--- src/rtl/divisor_dispatcher.sv ---
// divisor_dispatcher: issue stage in front of the algorithmic divider.
// Operand pairs are queued in a small FIFO, launched one at a time through the
// divider's start/done interface, and results are returned in arrival order.
// A zero denominator is answered locally (quotient all ones, remainder = num)
// without starting the divider.
//
// Handshake semantics (both in_* and out_* ports): a transfer happens on a
// rising CLK edge where valid && ready are both high. The producer holds valid
// and its data stable until the transfer; ready may change freely. in_ready is
// a function of FIFO fullness only, so a pop in the same cycle never frees a
// slot for a push.
module divisor_dispatcher #(
    parameter int tamanyo = 32,
    parameter int DEPTH   = 4
) (
    input  logic                       CLK,
    input  logic                       RSTa,
    input  logic                       in_valid,
    output logic                       in_ready,
    input  logic [tamanyo-1:0]         in_num,
    input  logic [tamanyo-1:0]         in_den,
    output logic                       div_start,
    output logic [tamanyo-1:0]         div_num,
    output logic [tamanyo-1:0]         div_den,
    input  logic [tamanyo-1:0]         div_coc,
    input  logic [tamanyo-1:0]         div_res,
    input  logic                       div_done,
    output logic                       out_valid,
    input  logic                       out_ready,
    output logic [tamanyo-1:0]         out_coc,
    output logic [tamanyo-1:0]         out_res,
    output logic                       out_dz,
    output logic [$clog2(DEPTH):0]     count,
    output logic [1:0]                 dbg_state
);

    localparam int AW = $clog2(DEPTH);
    localparam logic [AW:0] FULL_CNT = (AW+1)'(DEPTH);

    typedef enum logic [1:0] {
        IDLE  = 2'd0,
        ISSUE = 2'd1,
        WAIT  = 2'd2,
        HOLD  = 2'd3
    } state_t;

    state_t state, state_nxt;

    logic [tamanyo-1:0] num_mem [DEPTH];
    logic [tamanyo-1:0] den_mem [DEPTH];
    logic [AW-1:0]      wr_ptr, rd_ptr;
    logic               push, pop;
    logic [tamanyo-1:0] head_num, head_den;
    logic               head_dz;

    assign in_ready  = (count != FULL_CNT);
    assign push      = in_valid && in_ready;
    assign head_num  = num_mem[rd_ptr];
    assign head_den  = den_mem[rd_ptr];
    assign head_dz   = (head_den == '0);
    assign dbg_state = state;

    // FIFO storage: data only, no reset needed since occupancy guards reads
    always_ff @(posedge CLK) begin
        if (push) begin
            num_mem[wr_ptr] <= in_num;
            den_mem[wr_ptr] <= in_den;
        end
    end

    // FIFO pointers and occupancy; pointers wrap naturally at DEPTH
    always_ff @(posedge CLK or posedge RSTa) begin
        if (RSTa) begin
            wr_ptr <= '0;
            rd_ptr <= '0;
            count  <= '0;
        end else begin
            if (push) wr_ptr <= wr_ptr + 1'b1;
            if (pop)  rd_ptr <= rd_ptr + 1'b1;
            case ({push, pop})
                2'b10:   count <= count + 1'b1;
                2'b01:   count <= count - 1'b1;
                default: count <= count;
            endcase
        end
    end

    // FSM state register
    always_ff @(posedge CLK or posedge RSTa) begin
        if (RSTa) state <= IDLE;
        else      state <= state_nxt;
    end

    // FSM next state and pop decision; the head is only taken from IDLE
    always_comb begin
        state_nxt = state;
        pop       = 1'b0;
        case (state)
            IDLE: begin
                if (count != '0) begin
                    pop       = 1'b1;
                    state_nxt = head_dz ? HOLD : ISSUE;
                end
            end
            ISSUE: state_nxt = WAIT;
            WAIT:  if (div_done) state_nxt = HOLD;
            HOLD:  if (out_ready) state_nxt = IDLE;
            default: state_nxt = IDLE;
        endcase
    end

    // Registered divider request and result outputs
    always_ff @(posedge CLK or posedge RSTa) begin
        if (RSTa) begin
            div_start <= 1'b0;
            div_num   <= '0;
            div_den   <= '0;
            out_valid <= 1'b0;
            out_coc   <= '0;
            out_res   <= '0;
            out_dz    <= 1'b0;
        end else begin
            // start is high exactly while the FSM sits in ISSUE
            div_start <= pop && !head_dz;
            if (pop && !head_dz) begin
                div_num <= head_num;
                div_den <= head_den;
            end
            if (pop && head_dz) begin
                out_coc   <= '1;
                out_res   <= head_num;
                out_dz    <= 1'b1;
                out_valid <= 1'b1;
            end else if (state == WAIT && div_done) begin
                out_coc   <= div_coc;
                out_res   <= div_res;
                out_dz    <= 1'b0;
                out_valid <= 1'b1;
            end else if (state == HOLD && out_ready) begin
                out_valid <= 1'b0;
            end
        end
    end

endmodule

--- config.mk ---
export PLATFORM = sky130hd
export DESIGN_NAME = divisor_dispatcher
export DESIGN_NICKNAME = d
export VERILOG_FILES = /design/src/rtl/divisor_dispatcher.sv
export SDC_FILE = /design/constraint.sdc
export NUM_CORES = 1
export LEC_CHECK = 0
export CAP_MARGIN = 20
export CELL_PAD_IN_SITES_DETAIL_PLACEMENT = 0
export CELL_PAD_IN_SITES_GLOBAL_PLACEMENT = 1
export CORE_AREA = 2 2 198 200
export CTS_BUF_LIST = sky130_fd_sc_hd__clkbuf_4 sky130_fd_sc_hd__clkbuf_8
export DETAILED_ROUTE_END_ITERATION = 16
export DIE_AREA = 0 0 200 202
export PLACE_DENSITY = 0.77
export SLEW_MARGIN = 10
export SYNTH_ARGS = -nofsm -noshare
export SYNTH_HDL_FRONTEND = slang
export SYNTH_SLANG_ARGS = --single-unit
export TNS_END_PERCENT = 20
--- constraint.sdc ---
create_clock -name CLK -period 5.15 [get_ports CLK]
set_clock_uncertainty 0.1 [all_clocks]
set_input_delay 0.515 -clock CLK [delete_from_list [all_inputs] [get_ports CLK]]
set_output_delay 0.515 -clock CLK [all_outputs]
set_load 0.01 [all_outputs]
### Word-level counts from Yosys, hierarchy flattened

Memory sizes are Yosys's and may differ from the RTL's.
Cells that the tools add are included.

* flip-flop bits (word level): 140
* bits in latches: 0
* RAM bits: 256
* memory bits (read-only): 0
* input bits: 133
* output and inout bits: 137
* word-level logic and storage cells: 58
* memories kept: 2

* add/subtract/negate cells: 4
* multiply operators: 0
* div/mod/pow operators: 0
* magnitude comparators: 0
* eq/ne operators: 9
* shifts and indexed selects: 0
* mux-type cells: 19
* bitwise logic cells: 0
* reduce and logical (&&, ||, !) cells: 13

Memory list
* den_mem: words 4, bits a word 32, read ports 1, clocked after Yosys merged registers in 0, wr ports 1, RTL line 50 `logic [tamanyo-1:0] den_mem [DEPTH];`
* num_mem: words 4, bits a word 32, read ports 1, clocked after Yosys merged registers in 0, wr ports 1, RTL line 49 `logic [tamanyo-1:0] num_mem [DEPTH];`

Operators by type and width (count)
* $mux 32: 4
* $logic_not 32->1: 1
* $mux 1: 9
* $mux 2: 4
* $pmux 2 s4: 1
* $eq 2x2->1 const B: 3
* $ne 2x2->1 const B: 3
* $pmux 3 s2: 1
* $reduce_bool 3->1: 2
* $logic_and 1x1->1: 5
* $add 2x1->2 const B: 2
* $eq 2x1->1 const B: 2
* $reduce_bool 2->1: 2
* $add 3x1->3 const B: 1
* $ne 3x3->1 const B: 1
* $reduce_and 3->1: 1
* $sub 3x1->3 const B: 1
* $logic_not 2->1: 1
* $logic_not 1->1: 1

### Logic depth before layout (Yosys ltp)

Gate-level depths: netlist of run 1.

* depth in word-level cells: 5
* mapped depth: 10
* mapped depth without buffers: 10

### Worst setup path after synthesis of run 1

Ideal clock, no wire load.

* kind: register to register
* from: reg rd_ptr[0]
* to: reg out_res[0]
* library setup time: 0.128 ns
* data arrival time: 2.663 ns
* data required time: 4.922 ns
* path slack: 2.260 ns
* cell stages (with the launch flop): 10
* period minus slack after synthesis: 2.890 ns
* path through: dfrtp_1 buf_2 buf_4 mux4_2 nor4_1 nand4_1 nor4b_2 buf_4 buf_4 mux2_1

* word-level cells in the longest chain between the ends: 4

RTL lines
* start, declared: RTL line 51 `logic [AW-1:0] wr_ptr, rd_ptr;`
* start signal, assigned: RTL line 79 `if (pop) rd_ptr <= rd_ptr + 1'b1;`
* $mem_v2 4x32
* $logic_not 32->1: RTL line 60 `assign head_dz = (head_den == '0);`
* $logic_and 1x1->1: RTL line 129 `if (pop && head_dz) begin`
* $mux 32 or $reduce_bool 2->1 (tied branches)
* end signal, assigned: RTL line 131 `out_res <= head_num;`
* end signal, assigned: RTL line 136 `out_res <= div_res;`
* end, declared: RTL line 31 `output logic [tamanyo-1:0] out_res,`

Several ways; a longest one is shown, not always the timed one.
A chain may end at the register's enable or synchronous reset.

### Worst setup path in the final report of run 1

* from: reg rd_ptr[0]
* to: reg div_num[17]

* word-level cells in the longest chain between the ends: 4

RTL lines
* $mem_v2 4x32
* $logic_not 32->1: RTL line 60
* $logic_not 1->1: RTL line 125 `if (pop && !head_dz) begin`
* $logic_and 1x1->1: RTL line 125
* end signal, assigned: RTL line 126 `div_num <= head_num;`
* end, declared: RTL line 23 `output logic [tamanyo-1:0] div_num,`

Several ways; a longest one is shown, not always the timed one.

==> metrics, run 1 <==
Total Power=11900 µW; utilization after layout=52.1%; Largest stage delay, worst path=0.85 ns; Combinational Power Share=a little over a third; area delta synth->final=31.1%; Routed Antenna Nets=0; post-DP HPWL=20.6 mm; first-pass GRT wire length=between 50 and 60 mm; DIE AREA=40400 µm²; internal cell power=8380 µW; Critical path origin=rd_ptr[0]; Post-Syn Area=15200 µm²; Hold Path Class=flip-flop to flip-flop; # Post-CTS Setup Buffers=0; P_sw=3560 µW; Die Y=a little over 200 µm; post-synth net total=901; Rel. slew slack=approximately a quarter; wire per inst=20.8 µm; commonest non-fill, non-tap cell in the layout=clkdlybuf4s50_1; WS Path Type=flip-flop to flip-flop; critical path launch point type=flip-flop; largest net degree at the start of global routing=99; Leak=between 0.007 and 0.008 µW; initial core utilization=between 30% and 40%; final period utilization=76.6%; run status=complete, no violations; CTS HTree Levels=3; Post-Place Cells=1515; R2R Setup Slk=1.20 ns; fin. max-slew vios=0; f_max=253 MHz; Switching Share=29.8%; IR drop worst, VDD=0.288 mV; die width=200 µm; Vias/cell=4.98; crit end category=flip-flop; Hold Crit Start=out_dz; Clk pwr share=23.3%; Vias=8176; RSZ-0062 raised after global routing=no; Worst path most repeated cell=buf_4; area occupied by multi-input gates=about 3800 µm²; hold-fix buffers at CTS=0; final hold violations=0; layout cells sized above 1=between 20 and 30%; worst path cell trace=buf_4, mux4_2, nor4_1, nand4_1, o21ai_4, buf_4, mux2_2; Worst-path clk slew=0.06 ns; CORE AREA=about 38000 µm²; Flop pwr share=between 40% and 50%; clk sinks=roughly 400; Post-CTS Resized=0; Pwr Density=~600 nW/µm²; final setup fails=0; Synth Area per Inst=20.1 µm²; drt first pass iters=4; gpl congestion=0.705; count of max-cap constraint violations=0; Tmin final=a little under 4 ns; reg2reg start=rd_ptr[0]; post-synthesis cell type count=32; drt total wl=approximately 34 mm; setup TNS=0 ns; Layout fillers=3166; Seq/Total Area, Yosys=73.6%; drc violations=0; Yosys Warn Count=0; fin area=19900 µm²; vias in the first global route=8931; CP arrival=4.32 ns; cells after synthesis=758; GRT Util Overall=approximately 17%; Clk Latency, worst-skew pair=0.61 ns; initial antenna violation count=1; CP max-delay cell=dfrtp_4; IO Pins=270; Initial DRC Count=approximately 470; total CTS buffers=67; Rows=72; CP max FO=39; Worst Tran Pin Value=1.10 ns; Root Buffer=clkbuf_8; commonest cells after routing, fill and taps aside=269 x clkdlybuf4s50_1, 256 x edfxtp_1, 138 x dfrtp_1, 122 x mux2_2, 74 x clkbuf_8; FF/Latch Area=about 11000 µm²; I/O Buffers=269; Worst EP required=5.52 ns; flops & latches, synth=396; placed cell area=18500 µm²; clock buffer depth=3; nets=~1200; final std cells w/o fill=1642; CTS tree=yes; GRT Residual Overflow=0
-- final timing paths --
path,end,cells after the start
setup reg to reg,div_num[17],7
setup / recovery,div_num[17],7
min in group asynchronous,out_coc[13],2
hold / removal,out_dz,1
hold reg to reg,out_dz,1
max in group asynchronous,rd_ptr[1],3
-- layer usage --
metal | share of wire, % | routed length, µm | global-route usage, % | vias to the layer above
met4 | 1.6 | 546 | 5.48 | 0
li1 | - | - | - | 3657
met1 | 40 | 13800 | 21.3 | 4192
met5 | 0 | 0 | 0 | -
met2 | 50 | 17100 | 29.7 | 281
met3 | 8.0 | 2750 | 4.74 | 46
-- state kept, by name (all words and copies together) (netlist names) --
name / cells
den_mem: 128
num_mem: 128
div_den: 32
div_num: 32
out_coc: 32
out_res: 32
count: 3
dbg_state: 2
rd_ptr: 2
wr_ptr: 2
div_start: 1
out_dz: 1
out_valid: 1
-- power by group through the flow --
stage	clock network [µW]	logic (µW)	registers (µW)
floorplan	0	2260	5060
global placement	0	4150	5040
CTS	2880	4230	5020
global route	3030	4510	5110
finish	2790	4170	4990
detailed placement	0	4220	5080
-- cell usage after synthesis --
cell	number	area share, %
edfxtp_1	256	51
dfrtp_1	140	23
mux2_2	122	9.0
mux4_2	64	9.5
and3_1	36	1.5
a211o_1	32	1.8
clkbuf_1	20	0.49
inv_1	13	0.32
buf_2	11	0.36
ha_1	9	0.74
buf_4	8	0.39
nor4_1	8	0.33
mux2_1	6	0.44
nand2_1	6	0.15
o21ai_0	3	0.099
xnor2_1	3	0.17
xor2_1	3	0.17
buf_1	2	0.049
nand4_1	2	0.082
nor3_1	2	0.066
a21o_1	1	0.049
a221o_1	1	0.066
a222oi_1	1	0.066
and2_1	1	0.041
fa_1	1	0.13
mux2i_1	1	0.066
nand3_1	1	0.033
nor2_1	1	0.025
nor2b_1	1	0.041
nor4b_2	1	0.099
o21ai_1	1	0.033
o22a_1	1	0.058
-- kinds of logic (layout without fill, tap and decap cells) --
kind of cell / Yosys count / after routing / share of synthesized area (%)
flops: 396 / 396 / 73.6
mux: 193 / 193 / 19.0
simple gates: 59 / 59 / 2.34
buf+inv: 54 / 419 / 1.62
compound gates: 40 / 40 / 2.21
fa+ha+maj: 10 / 10 / 0.872
xor+xnor: 6 / 6 / 0.346
other cells: 0 / 1 / 0
-- critical path, delay by kind of cell, from the launching register on --
kind | cells | cell delay [ns]
AND/OR/NAND/NOR | 2 | 0.77
buffers and inverters | 2 | 0.87
flip-flops | 1 | 0.85
multiplexers | 2 | 0.94
AO/OA/AOI/OAI | 1 | 0.26
-- final cells by class --
| cell class | instances | area share, % |
|---|---|---|
| Multi-Input combinational cell | 308 | 19.1 |
| Sequential cell | 396 | 56.2 |
| Tap cell | 518 | 3.25 |
| Inverter | 13 | 0.270 |
| Timing Repair Buffer | 283 | 14.4 |
| Clock buffer | 105 | 6.27 |
| Clock inverter | 18 | 0.502 |
| Antenna cell | 1 | 0.0125 |
-- metrics by stage --
step                setup slack, ns  hold slack, ns
finish                         1.20           0.379
global route                  0.951           0.398
CTS                            1.12           0.380
detailed placement             1.14           0.367
global placement               1.20           0.362
floorplan                     0.782           0.418
No activity file was read; power rests on OpenSTA's default activity.
==> run 2, diff against run 1 <==
clock period = 3.9 ns   (was 5.15 ns; I/O delays follow)
==> metrics, run 2 (synthesized netlist as in run 1, its figures left out) <==
first-pass GRT wire length=51.5 mm (-1.5%); area delta synth->final=32.3%; CTS tree=yes; DIE AREA=40400 µm² (unchanged); Clk Latency, worst-skew pair=0.60 ns (about the same); Hold Path End=den_mem[2][30]; Tmin final=3.63 ns (-0.311 ns); Initial DRC Count=320 (-31%); internal cell power=11300 µW (+35%); fin. max-slew vios=0 (unchanged); Layout fillers=3099 (-2.1%); post-DP HPWL=21.3 mm (+3.2%); commonest non-fill, non-tap cell in the layout=clkdlybuf4s50_1; Flop pwr share=40.5% (-1.3 points); run status=complete, no violations; final hold violations=0 (unchanged); Post-Place Cells=1526 (+0.73%); clock buffer depth=3 (unchanged); Leak=0.00759 µW (+1.3%); CP max FO=41 (+5.1%); I/O Buffers=269 (unchanged); Rows=72 (unchanged); initial antenna violation count=0 (-1); initial core utilization=39.7% (unchanged); drt first pass iters=4 (unchanged); hold-fix buffers at CTS=1 (+1); Pwr Density=795 nW/µm² (+33%); crit end category=flip-flop; GRT Residual Overflow=0 (unchanged); Hold Crit Start=in_den[30]; fin area=20100 µm² (+0.89%); wire per inst=20.6 µm (-1.1%); commonest cells after routing, fill and taps aside=269 x clkdlybuf4s50_1, 256 x edfxtp_1, 138 x dfrtp_1, 122 x mux2_2, 80 x clkbuf_8; count of max-cap constraint violations=0 (unchanged); Vias=8197 (+0.26%); Worst path most repeated cell=buf_12; WS Path Type=flip-flop to flip-flop; CORE AREA=38300 µm² (unchanged); Post-CTS Resized=0 (unchanged); total CTS buffers=68 (+1.5%); clk sinks=396 (unchanged); R2R Setup Slk=0.27 ns (-0.94 ns); vias in the first global route=8834 (-1.1%); IR drop worst, VDD=0.429 mV (+49%); RR Endpoint=out_res[22]; critical path launch point type=flip-flop; worst path cell trace=buf_12, buf_4, mux4_2, nor4_1, nand4_1, nor4b_4, buf_12, mux2_2; layout cells sized above 1=29.9% (+0.66 points); f_max=275 MHz (+8.6%); final setup fails=0 (unchanged); CTS HTree Levels=3 (unchanged); drc violations=0 (unchanged); drt total wl=34.0 mm (-0.45%); final period utilization=93.2% (+17 points); die width=200 µm (unchanged); Clk pwr share=24.0% (+0.7 points); IO Pins=270 (unchanged); largest net degree at the start of global routing=132 (+33%); setup TNS=0 ns (unchanged); Vias/cell=4.96 (-0.41%); CP arrival=4.00 ns (-0.32 ns); nets=1223 (+0.91%); reg2reg start=rd_ptr[0]; Hold Path Stages=1 (unchanged); Switching Share=29.4% (-0.42 points); Root Buffer=clkbuf_8; placed cell area=18700 µm² (+0.78%); Rel. slew slack=28.0% (+1.5 points); Largest stage delay, worst path=0.54 ns (-0.31 ns); Routed Antenna Nets=0 (unchanged); RSZ-0062 raised after global routing=no; Combinational Power Share=35.5% (+0.6 points); # Post-CTS Setup Buffers=0 (unchanged); Die Y=202 µm (unchanged); CP max-delay cell=dfrtp_4; ANT cells=0 (-1); Worst-path clk slew=0.06 ns (about the same); GRT Util Overall=17.1% (-0.26 points); Worst Tran Pin Value=1.08 ns (-0.0230 ns); Worst Reg2Reg Path Length in Cells=8 (+1); Worst EP required=4.27 ns (-1.25 ns); Largest regs=den_mem (128), num_mem (128); P_sw=4710 µW (+32%); final std cells w/o fill=1653 (+0.67%); gpl congestion=0.690 (-2.1%); Hold Path Class=input pin to flip-flop
==> run 2: layout make-up <==
type	instances	area, µm²	share of cell area [%]
sequential	396	11200	55.7
multi-input combinational	308	3810	19.0
tap	518	648	3.22
clock inverter	20	149	0.740
timing repair buffer	293	2970	14.8
inverter	13	52.6	0.261
clock buffer	105	1290	6.41
==> run 2: worst max-delay path, delay by kind of cell (launching register included) <==
| family | cells | cell delay, ns |
|---|---|---|
| AND/OR/NAND/NOR | 3 | 1.19 |
| multiplexers | 2 | 0.91 |
| buffers and inverters | 3 | 0.71 |
| flip-flops | 1 | 0.54 |
==> run 2: power groups by stage <==
stage | clock [µW] | sequential [µW] | combinational [µW]
floorplan | 0 | 6680 | 2980
global placement | 0 | 6530 | 5720
detailed placement | 0 | 6570 | 5790
CTS | 3990 | 6500 | 5810
global route | 4200 | 6620 | 6140
finish | 3850 | 6480 | 5680
==> run 2: routing by layer <==
metal,track usage (%),up-vias,part of all wire (%)
li1,-,3677,-
met1,21.5,4209,41
met2,28.7,261,50
met3,4.64,50,6.8
met4,5.32,0,1.7
met5,0,-,0
==> run 2: worst max path at each step <==
stage                     startpoint           to  slack (ns)  cells after the start
after floorplan            rd_ptr[0]   out_res[0]        1.01                      9
after global placement     rd_ptr[0]  out_res[26]        0.30                      7
after detailed placement   rd_ptr[0]  out_res[22]        0.22                      8
after CTS                  rd_ptr[0]  out_res[22]        0.19                      8
after global routing       rd_ptr[0]   out_res[4]        0.07                      7
final                      rd_ptr[0]  out_res[22]        0.27                      8
==> run 2: stage by stage <==
| stage | total power (µW) | setup WS (ns) | hold WS, ns | util [%] |
|---|---|---|---|---|
| after global placement | 12200 | 0.303 | 0.368 | 48.7 |
| final | 16000 | 0.266 | 0.323 | 52.6 |
| after CTS | 16300 | 0.191 | 0.264 | 52.5 |
| after floorplan | 9660 | 1.01 | 0.389 | - |
| after global routing | 17000 | 0.0699 | 0.286 | 52.6 |
| after detailed placement | 12400 | 0.218 | 0.366 | 48.7 |
==> RTL change: new RTL, flow settings as in run 2 <==
The parameter `DEPTH` goes from 4 to 2.
--- a/src/rtl/divisor_dispatcher.sv
+++ b/src/rtl/divisor_dispatcher.sv
@@ -11,7 +11,7 @@
 // slot for a push.
 module divisor_dispatcher #(
     parameter int tamanyo = 32,
-    parameter int DEPTH   = 4
+    parameter int DEPTH   = 2
 ) (
     input  logic                       CLK,
     input  logic                       RSTa,
Ports: changed (resized count); port bits go from 270 to 269. The function was not compared with the original's and may differ.
==> RTL change against run 2 <==
- power fell by 26%
- synthesized area is 32% lower
- routed wire length down 18%
- worst setup slack better by 1100 ps
- sequential cell count fell by 131
- synthesized cell count fell by 5.3%
- sequential power down 29%
- cell area fell by 27%
- critical endpoint is now out_res[0]$_DFFE_PP0P_
==> RTL change: results (changes against run 2) <==
[metrics] result of the run: finished clean
[metrics] Top Registers: den_mem: 64 flops, num_mem: 64 flops
[metrics] count of cells resized by post-cts repair: 0 (unchanged)
[metrics] Clk Latency, worst-skew pair: 590 ps
[metrics] net count of the mapped netlist: 855 (-5.1%)
[metrics] Slew @ Worst Pin: 1010 ps (-73.6 ps)
[metrics] Crit Path Max Fanout: 13 (-68%)
[metrics] router iterations before antenna repair: 4 (unchanged)
[metrics] Starting DRT DRC Count: 177 (-45%)
[metrics] top area cells in the synthesized netlist: sky130_fd_sc_hd__edfxtp_1 (37%), sky130_fd_sc_hd__dfrtp_1 (33%), sky130_fd_sc_hd__mux2i_1 (14%), sky130_fd_sc_hd__nand3_1 (3.1%), sky130_fd_sc_hd__a21o_1 (2.3%)
[metrics] share of synthesized area occupied by flip-flops and latches: 0.700 (-0.0363)
[metrics] estimated wirelength of the detail-placed design: 18600 um (-13%)
[metrics] slowest CP cell: sky130_fd_sc_hd__nor4_1
[metrics] Final nets: 1146 (-6.3%)
[metrics] largest net degree at the start of global routing: 72 (-45%)
[metrics] Pins Over Slew Limit: 0 (unchanged)
[metrics] Filler Cell Count: 3658 (+18%)
[metrics] routed via count divided by cell count: 4.33 (-13%)
[metrics] number of enable-type register cells in the synthesized netlist: 128 (-50%)
[metrics] vias in the first global route: 7352 (-17%)
[metrics] Min-Delay Path Class: in -> async
[metrics] GR Util All Layers: 0.137 (-0.0339)
[metrics] number of antenna violations at the first check in global routing: 1 (+1)
[metrics] total clock buffers created by CTS: 47 (-31%)
[metrics] clock tree root driver cell: sky130_fd_sc_hd__clkbuf_8
[metrics] Leakage Power: 6.45 nW (-15%)
[metrics] gpl congestion: 0.725 (+5.1%)
[metrics] count of different cell masters after synthesis: 33 (+3.1%)
[metrics] Hold Worst Slack: 200 ps (-123 ps)
[metrics] buffer levels on the longest clock path: 3 (unchanged)
[metrics] count of buffers inserted at the top-level ports: 268 (-0.37%)
[metrics] H-Tree Depth: 2 (-1)
[metrics] most common library cells after synthesis: sky130_fd_sc_hd__mux2i_1 (149), sky130_fd_sc_hd__dfrtp_1 (137), sky130_fd_sc_hd__edfxtp_1 (128)
[metrics] detailed-route wire length per cell: 17.7 um (-14%)
[metrics] Post-CTS Setup Inserts: 0 (unchanged)
[metrics] Max Cap Viol: 0 (unchanged)
[metrics] Post-Place Worst Slack: 1160 ps (+938 ps)
[metrics] share of the cycle needed by the critical path after routing: 0.650 (-0.282)
[metrics] global-route wire length before repair: 41700 um (-19%)
[metrics] largest stage delay on the critical path: 420 ps (-120 ps)
[metrics] share of flip-flops with an asynchronous set or reset after synthesis: 0.517 (+0.163)
[metrics] arrival time at the worst endpoint: 2910 ps (-1090 ps)
[metrics] fraction of layout instances using a drive strength above 1: 0.107 (-0.192)
[metrics] Peak VDD IR: 0.342 mV (-20%)
[metrics] clock-pin slew on the worst setup and hold paths: 60 ps (about the same)
[metrics] commonest register cell after synthesis: sky130_fd_sc_hd__dfrtp_1
[metrics] yosys warns: 0 (unchanged)
RTL change: cell types whose count changed in the layout (fill, tap and decap cells not counted), sizes merged, moves of 33 or more:
cell	delta
nand3	+64
mux2i	+148
nand2	+33
and3	-35
edfxtp	-128
mux2	-116
nor2	+37
mux4	-64
RTL change: path summary, 6_finish.rpt:
path,startpoint,end,cells past startpoint
max,den_mem[1][13]$_DFFE_PP_,out_res[0]$_DFFE_PP0P_,6
min,RSTa,div_num[30]$_DFFE_PP0P_,2
max reg2reg,den_mem[1][13]$_DFFE_PP_,out_res[0]$_DFFE_PP0P_,6
min reg2reg,div_den[23]$_DFFE_PP0P_,div_den[23]$_DFFE_PP0P_,1
max in group asynchronous,RSTa,out_res[5]$_DFFE_PP0P_,3
min in group CLK,in_num[19],num_mem[1][19]$_DFFE_PP_,1
RTL change: cells by family after synthesis:
group                    share of synthesized area
AND/OR/NAND/NOR                             0.0746
flip-flops                                   0.700
adder cells (fa/ha/maj)                    0.00481
XOR/XNOR                                   0.00421
AO/OA/AOI/OAI                               0.0282
buffers and inverters                       0.0321
multiplexers                                 0.156
RTL change: layout make-up:
type,instances,area (um^2),share of cell area
repair buffers,283,2830,0.192
clock buffers,74,893,0.0606
inverters,36,140,0.00951
multi-input cells,376,2810,0.191
well taps,518,648,0.0440
diodes,1,2.50,0.000170
clock inverters,14,125,0.00849
flip-flops and latches,265,7280,0.494
RTL change: report_power, final:
part | switching, W | internal [W] | leakage (nW)
combinational | 0.00213 | 0.00231 | 3.09
clock | 0.00115 | 0.00159 | 0.533
sequential | 0.000574 | 0.00404 | 2.83
RTL change: layer usage:
metal / global-route usage / up-vias / wire length [um]
met1: 0.160 / 3346 / 11400
met4: 0.0524 / 0 / 770
met2: 0.234 / 222 / 13600
met3: 0.0415 / 49 / 1980
li1: - / 3169 / -
met5: 0 / - / 0
RTL change: worst max-delay path: cells and delay by family, from the launching register on:
kind                   cells  cell delay [ps]
flip-flops                 1              390
buffers and inverters      1              320
multiplexers               2              690
AND/OR/NAND/NOR            3              910
RTL change: through the flow:
stage	instances	total power (W)	cell area, um^2	TNS, ps	util
3_5_place_dp	1477	0.00919	13700	0	0.358
6_report	1567	0.0118	14700	0	0.385
4_1_cts	1565	0.0120	14700	0	0.384
5_1_grt	1566	0.0126	14700	0	0.385
3_3_place_gp	1477	0.00910	13700	0	0.358
2_1_floorplan	718	0.00689	10400	-35320	-
